`config.mk`:
```
export PLATFORM = sky130hd
export DESIGN_NAME = io_read_port_mux_flat
export DESIGN_NICKNAME = d
export VERILOG_FILES = /design/src/rtl/io_read_port_mux_pkg.sv /design/src/rtl/io_read_port_mux_if.sv /design/src/rtl/io_read_port_mux_sticky.sv /design/src/rtl/io_read_port_mux.sv /design/src/flat_wrapper.sv
export SDC_FILE = /design/constraint.sdc
export NUM_CORES = 1
export LEC_CHECK = 0
export BUFFER_PORTS_ARGS = -buffer_cell sky130_fd_sc_hd__buf_2
export CORE_AREA = 3 3 50 86
export DETAILED_ROUTE_END_ITERATION = 16
export DIE_AREA = 0 0 53 89
export MAX_ROUTING_LAYER = met4
export PLACE_DENSITY = 0.75
export SLEW_MARGIN = 30
export SYNTH_ARGS = -nofsm -noshare
export SYNTH_HDL_FRONTEND = slang
export SYNTH_HIERARCHICAL = 1
export SYNTH_SLANG_ARGS = --single-unit
```
`constraint.sdc`:
```
create_clock -name clk -period 0.8 [get_ports clk]
set_input_delay 0.16 -clock clk [delete_from_list [all_inputs] [get_ports clk]]
set_output_delay 0.16 -clock clk [all_outputs]
set_load 0.02 [all_outputs]
```
`src/rtl/io_read_port_mux_pkg.sv`:
```
// Shared Tramelblaze port-map definitions: bus width, channel layout and the
// port_id decoder used by both the input-port mux and the output-port decoder.
package io_port_pkg;

    localparam int IN_PORT_W = 16;
    localparam int DATA_OFS  = 0;
    localparam int STAT_OFS  = 1;
    localparam int CH_STRIDE = 2;

    typedef struct packed {
        logic       valid;
        logic       is_status;
        logic [3:0] ch;
    } port_dec_t;

    // The 9-bit subtraction makes a port_id below the base land in the borrow bit.
    function automatic port_dec_t decode_port(input logic [7:0] port_id,
                                              input logic [7:0] base,
                                              input int         num_ch);
        logic [8:0] ofs;
        logic [7:0] idx;
        logic [7:0] field;
        port_dec_t  dec;
        ofs           = {1'b0, port_id} - {1'b0, base};
        idx           = ofs[7:0] / 8'(CH_STRIDE);
        field         = ofs[7:0] % 8'(CH_STRIDE);
        dec.valid     = !ofs[8] && (int'(idx) < num_ch);
        dec.is_status = (field == 8'(STAT_OFS));
        dec.ch        = idx[3:0];
        return dec;
    endfunction

endpackage

```
`src/rtl/io_read_port_mux_if.sv`:
```
// CPU input-port bus: Tramelblaze read address/strobe, peripheral register
// buses in, and the registered read data plus read acknowledges out.
interface io_read_port_mux_if #(
    parameter int NUM_CH = 4,
    parameter int DATA_W = 8,
    parameter int STAT_W = 8
);
    import io_port_pkg::*;

    logic [7:0]               port_id;
    logic                     read_strobe;
    logic [NUM_CH*DATA_W-1:0] data_in;
    logic [NUM_CH*STAT_W-1:0] status_in;
    logic [IN_PORT_W-1:0]     in_port;
    logic [NUM_CH-1:0]        data_rd_ack;
    logic [NUM_CH-1:0]        status_rd_ack;

    modport master (
        output port_id, read_strobe, data_in, status_in,
        input  in_port, data_rd_ack, status_rd_ack
    );

    modport slave (
        input  port_id, read_strobe, data_in, status_in,
        output in_port, data_rd_ack, status_rd_ack
    );

endinterface

```
`src/rtl/io_read_port_mux_sticky.sv`:
```
// Per-channel status register: masked bits latch events until a status read,
// unmasked bits pass the live status straight through.
module sticky_status_reg #(
    parameter int                STAT_W      = 8,
    parameter logic [STAT_W-1:0] STICKY_MASK = '0
) (
    input  logic              clk,
    input  logic              reset_n,
    input  logic [STAT_W-1:0] status_in,
    input  logic              clr,
    output logic [STAT_W-1:0] eff_status
);

    logic [STAT_W-1:0] sticky_q;
    logic [STAT_W-1:0] sticky_d;

    // A new event arriving on the clearing edge survives the clear.
    always_comb begin
        sticky_d = (clr ? '0 : sticky_q) | (status_in & STICKY_MASK);
    end

    always_ff @(posedge clk or negedge reset_n) begin
        if (!reset_n) begin
            sticky_q <= '0;
        end else begin
            sticky_q <= sticky_d;
        end
    end

    assign eff_status = (status_in & ~STICKY_MASK) | (sticky_q & STICKY_MASK);

endmodule

```
`src/rtl/io_read_port_mux.sv`:
```
// Tramelblaze input-port block: decodes port_id onto NUM_CH data/status register
// pairs, registers the selected value onto in_port and pulses read acknowledges.
module io_read_port_mux
    import io_port_pkg::*;
#(
    parameter int                NUM_CH      = 4,
    parameter int                DATA_W      = 8,
    parameter int                STAT_W      = 8,
    parameter logic [7:0]        BASE_ADDR   = 8'h00,
    parameter logic [STAT_W-1:0] STICKY_MASK = '0
) (
    input  logic               clk,
    input  logic               reset_n,
    io_read_port_mux_if.slave  bus
);

    if (int'(BASE_ADDR) + CH_STRIDE * NUM_CH > 256) begin : g_chk_addr
        $error("io_read_port_mux: register map runs past port_id 255");
    end
    if (DATA_W > IN_PORT_W || STAT_W > IN_PORT_W) begin : g_chk_width
        $error("io_read_port_mux: DATA_W and STAT_W must not exceed 16");
    end

    port_dec_t            dec;
    logic [STAT_W-1:0]    eff_status [NUM_CH];
    logic [IN_PORT_W-1:0] in_port_d, in_port_q;
    logic [NUM_CH-1:0]    data_ack_d, data_ack_q;
    logic [NUM_CH-1:0]    stat_ack_d, stat_ack_q;

    assign dec = decode_port(bus.port_id, BASE_ADDR, NUM_CH);

    // A strobed status read is also the clear request for that channel's sticky bits.
    for (genvar k = 0; k < NUM_CH; k++) begin : g_ch
        sticky_status_reg #(
            .STAT_W      (STAT_W),
            .STICKY_MASK (STICKY_MASK)
        ) u_sticky (
            .clk        (clk),
            .reset_n    (reset_n),
            .status_in  (bus.status_in[k*STAT_W +: STAT_W]),
            .clr        (stat_ack_d[k]),
            .eff_status (eff_status[k])
        );
    end

    always_comb begin
        in_port_d  = '0;
        data_ack_d = '0;
        stat_ack_d = '0;
        for (int k = 0; k < NUM_CH; k++) begin
            if (dec.valid && dec.ch == 4'(k)) begin
                if (dec.is_status) begin
                    in_port_d     = IN_PORT_W'(eff_status[k]);
                    stat_ack_d[k] = bus.read_strobe;
                end else begin
                    in_port_d     = IN_PORT_W'(bus.data_in[k*DATA_W +: DATA_W]);
                    data_ack_d[k] = bus.read_strobe;
                end
            end
        end
    end

    always_ff @(posedge clk or negedge reset_n) begin
        if (!reset_n) begin
            in_port_q  <= '0;
            data_ack_q <= '0;
            stat_ack_q <= '0;
        end else begin
            in_port_q  <= in_port_d;
            data_ack_q <= data_ack_d;
            stat_ack_q <= stat_ack_d;
        end
    end

    assign bus.in_port       = in_port_q;
    assign bus.data_rd_ack   = data_ack_q;
    assign bus.status_rd_ack = stat_ack_q;

endmodule

```
`src/flat_wrapper.sv`:
```
// flat-port wrapper written by rule: the top's interface ports become plain ports
module io_read_port_mux_flat import io_port_pkg::*;
#(
    parameter int                NUM_CH      = 4,
    parameter int                DATA_W      = 8,
    parameter int                STAT_W      = 8,
    parameter logic [7:0]        BASE_ADDR   = 8'h00,
    parameter logic [STAT_W-1:0] STICKY_MASK = '0
)
  (clk, reset_n, bus_port_id, bus_read_strobe, bus_data_in, bus_status_in, bus_in_port, bus_data_rd_ack, bus_status_rd_ack);
  io_read_port_mux_if #(.NUM_CH(NUM_CH), .DATA_W(DATA_W), .STAT_W(STAT_W)) bus_i ();
  input  logic clk;
  input  logic reset_n;
  input wire logic [$bits(bus_i.port_id)-1:0] bus_port_id;
  input wire logic [$bits(bus_i.read_strobe)-1:0] bus_read_strobe;
  input wire logic [$bits(bus_i.data_in)-1:0] bus_data_in;
  input wire logic [$bits(bus_i.status_in)-1:0] bus_status_in;
  output wire logic [$bits(bus_i.in_port)-1:0] bus_in_port;
  output wire logic [$bits(bus_i.data_rd_ack)-1:0] bus_data_rd_ack;
  output wire logic [$bits(bus_i.status_rd_ack)-1:0] bus_status_rd_ack;
  assign bus_i.port_id = bus_port_id;
  assign bus_i.read_strobe = bus_read_strobe;
  assign bus_i.data_in = bus_data_in;
  assign bus_i.status_in = bus_status_in;
  assign bus_in_port = bus_i.in_port;
  assign bus_data_rd_ack = bus_i.data_rd_ack;
  assign bus_status_rd_ack = bus_i.status_rd_ack;
  io_read_port_mux #(.NUM_CH(NUM_CH), .DATA_W(DATA_W), .STAT_W(STAT_W), .BASE_ADDR(BASE_ADDR), .STICKY_MASK(STICKY_MASK)) u_core (.clk(clk), .reset_n(reset_n), .bus(bus_i));
endmodule
```
==> results.json <==
{
  "status": "complete, but fails checks",
  "failed_checks": "negative setup slack",
  "arrival_ns": 0.80,
  "tns_ns": -2.387,
  "cpPeakStageDelay_ns": 0.41,
  "ys_seq_area_share_pct": 28.14,
  "drv_cap": 0,
  "io_pins": 99,
  "die_h_um": 89,
  "clk_pin_slew_ns": 0.06,
  "routabilityCongestion": 0.7085,
  "crit_type": "reg -> out",
  "htree_levels": 1,
  "drt_iter0_drc": 14,
  "synth_compound_area_share_pct": 8.443,
  "dpl.hpwl_um": 3322,
  "final.fill_count": 339,
  "postRouteAntennaNets": 0,
  "diodes": 0,
  "ir_drop_mv": 0.8797,
  "synth_top_area_cell": "dfrtp_1",
  "cts_sinks": 16,
  "routedWlPerCell_um": 16.14,
  "critPathTopFamily": "flip-flops",
  "rsz0062_at_grt": "true",
  "area_growth_pct": 47.49,
  "synthXorXnorAreaFrac_pct": 0,
  "initial_core_util_pct": 38.82,
  "syn_inst": 142,
  "synthMuxAreaShare_pct": 24.19,
  "wirelength_um": 4181,
  "power_density_mw_per_mm2": 1090,
  "final.min_clock_period_ns": 0.9645,
  "cts_buffers": 3,
  "fp.dieArea_sq_mm": 0.004717,
  "core_area_sq_mm": 0.003665,
  "synth_fa_ha_area_share_pct": 0,
  "path_cells": "buf_6",
  "row_count": 29,
  "critPathRequiredTime_ns": 0.64,
  "synth-simple-area-share_pct": 12.05,
  "fin_ws_ns": -0.1645,
  "gr-total-overflow": 0,
  "nets": 289,
  "layout-drive-gt1-share_pct": 70.89,
  "vias": 1269,
  "hold_violations": 0,
  "finalSetupViolCount": 22,
  "cts_root_buf": "clkbuf_8",
  "ys_warn_count": 6,
  "grt_pass1_vias": 1354,
  "cts_tree": "done",
  "path_max_fanout": 1,
  "clockBufferDepth": 2,
  "viasPerCell": 4.900,
  "post-route-period-util_pct": 120.6,
  "synthesis.area_sq_mm": 0.001423,
  "avgSynthCellArea_sq_um": 10.02,
  "place_ws_ns": -0.4161,
  "grt_start_max_net_pins": 17,
  "synthDistinctLibCells": 25,
  "critPathLaunchType": "flop",
  "grt_first_pass_wirelength_um": 5940,
  "clock.fmax_mhz": 1037,
  "synth_top_family_by_area": "buffers and inverters",
  "cp_slowest_cell": "dfrtp_1",
  "antenna_found_initial": 0,
  "grt_util_all_layers_pct": 17.92,
  "min_path_type": "in -> reg",
  "p_leak_nw": 1.072,
  "fp.dieW_um": 53,
  "synth.top_cell.area_share_pct": 28.14,
  "timing.critical_path.buf_inv": 1,
  "endpoint_kind": "output port",
  "drc_errors": 0,
  "drv_slew": 0,
  "drt_pass1_iterations": 4,
  "port_buffers": 90,
  "synth_area_leaders": "dfrtp_1, buf_4, mux2i_1, mux2_2, a22o_1",
  "synth.ff_latch_count": 16
}
==> cells in the mapped netlist, drive strengths merged <==
| cell type | n |
|---|---|
| a22o | 8 |
| inv | 1 |
| nand2b | 2 |
| nand3 | 1 |
| o22ai | 7 |
| nor2b | 3 |
| nor3 | 13 |
| nor2 | 3 |
| nand2 | 3 |
| conb | 1 |
| mux2i | 16 |
| mux2 | 14 |
| dfrtp | 16 |
| mux4 | 1 |
| nor4 | 4 |
| nand3b | 1 |
| buf | 47 |
| clkbuf | 1 |
==> through the flow <==
stage | hold WS, ns | std cells | power [mW] | cell area, sq um | utilization (%)
after floorplan | -0.1356 | 149 | 1.333 | 1514 | -
after global routing | 0.2191 | 259 | 2.389 | 2098 | 57.26
final | 0.2130 | 259 | 2.288 | 2098 | 57.26
after detailed placement | 0.08294 | 251 | 1.471 | 1770 | 48.31
after CTS | 0.2011 | 259 | 2.288 | 2081 | 56.78
after global placement | 0.08112 | 251 | 1.461 | 1770 | 48.31
==> per-layer routing <==
layer | wire length [um] | GRT usage [%] | vias to the layer above
li1 | - | - | 598
met1 | 1093 | 13.46 | 589
met2 | 2553 | 37.33 | 72
met3 | 361 | 3.673 | 10
met4 | 173 | 7.907 | 0
met5 | 0 | - | -
==> kinds of logic after synthesis <==
| group | after synthesis |
|---|---|
| buffers and inverters | 49 |
| multiplexers | 31 |
| AND/OR/NAND/NOR | 30 |
| flip-flops | 16 |
| AO/OA/AOI/OAI | 15 |
| other | 1 |
==> final timing paths <==
kind	start	end	slack (ns)	cells after the start
max in group asynchronous	reset_n	u_core/bus.in_port[6]	0.19	2
min	bus_read_strobe	u_core/bus.data_rd_ack[2]	0.21	3
max	u_core/bus.in_port[3]	bus_in_port[3]	-0.16	1
min in group asynchronous	reset_n	u_core/bus.data_rd_ack[3]	0.35	2
==> state kept, by name, indices dropped and copies added (netlist names) <==
signal                    cells
u_core/bus.status_rd_ack      4
u_core/bus.data_rd_ack        4
u_core/bus.in_port            8
==> placed cells by master, fill, tap and decap left out, types with 2 or more instances in the layout <==
cell | synthesis | routed
buf_6 | 2 | 17
nor3_1 | 10 | 2
clkbuf_8 | 0 | 4
mux2_2 | 13 | 9
mux2i_2 | 0 | 2
nor4_1 | 4 | 4
mux2_4 | 1 | 5
nor3_2 | 3 | 10
buf_12 | 1 | 5
buf_2 | 2 | 73
mux2i_1 | 16 | 14
nor2_1 | 3 | 2
o22ai_2 | 1 | 5
nor2b_1 | 3 | 2
dfrtp_1 | 16 | 16
buf_4 | 41 | 11
a22o_1 | 8 | 8
o22ai_4 | 0 | 2
conb_1 | 1 | 8
==> repair_timing <==
item	CTS	global route
cloned	2	0
resized for setup	53	8
buffers inserted	1	1
setup endpoints to repair	24	26
hold endpoints to repair	16	0
pin swaps	9	3
hold buffers	1	0
==> where the power goes <==
part / total (mW) / switching (mW) / internal (mW)
registers: 0.819 / 0.00380 / 0.815
clock network: 0.709 / 0.272 / 0.436
logic: 0.760 / 0.339 / 0.420
total: 2.29 / 0.615 / 1.67
==> area by class of cell <==
cell class | instances | area (sq um) | area share (%)
Clock buffer | 4 | 55.05 | 2.624
Sequential cell | 16 | 400.4 | 19.08
Timing Repair Buffer | 108 | 777.0 | 37.03
Tap cell | 46 | 57.56 | 2.743
Multi-Input combinational cell | 84 | 804.5 | 38.34
Inverter | 1 | 3.754 | 0.1789
Power figures use the tool's default switching activity.
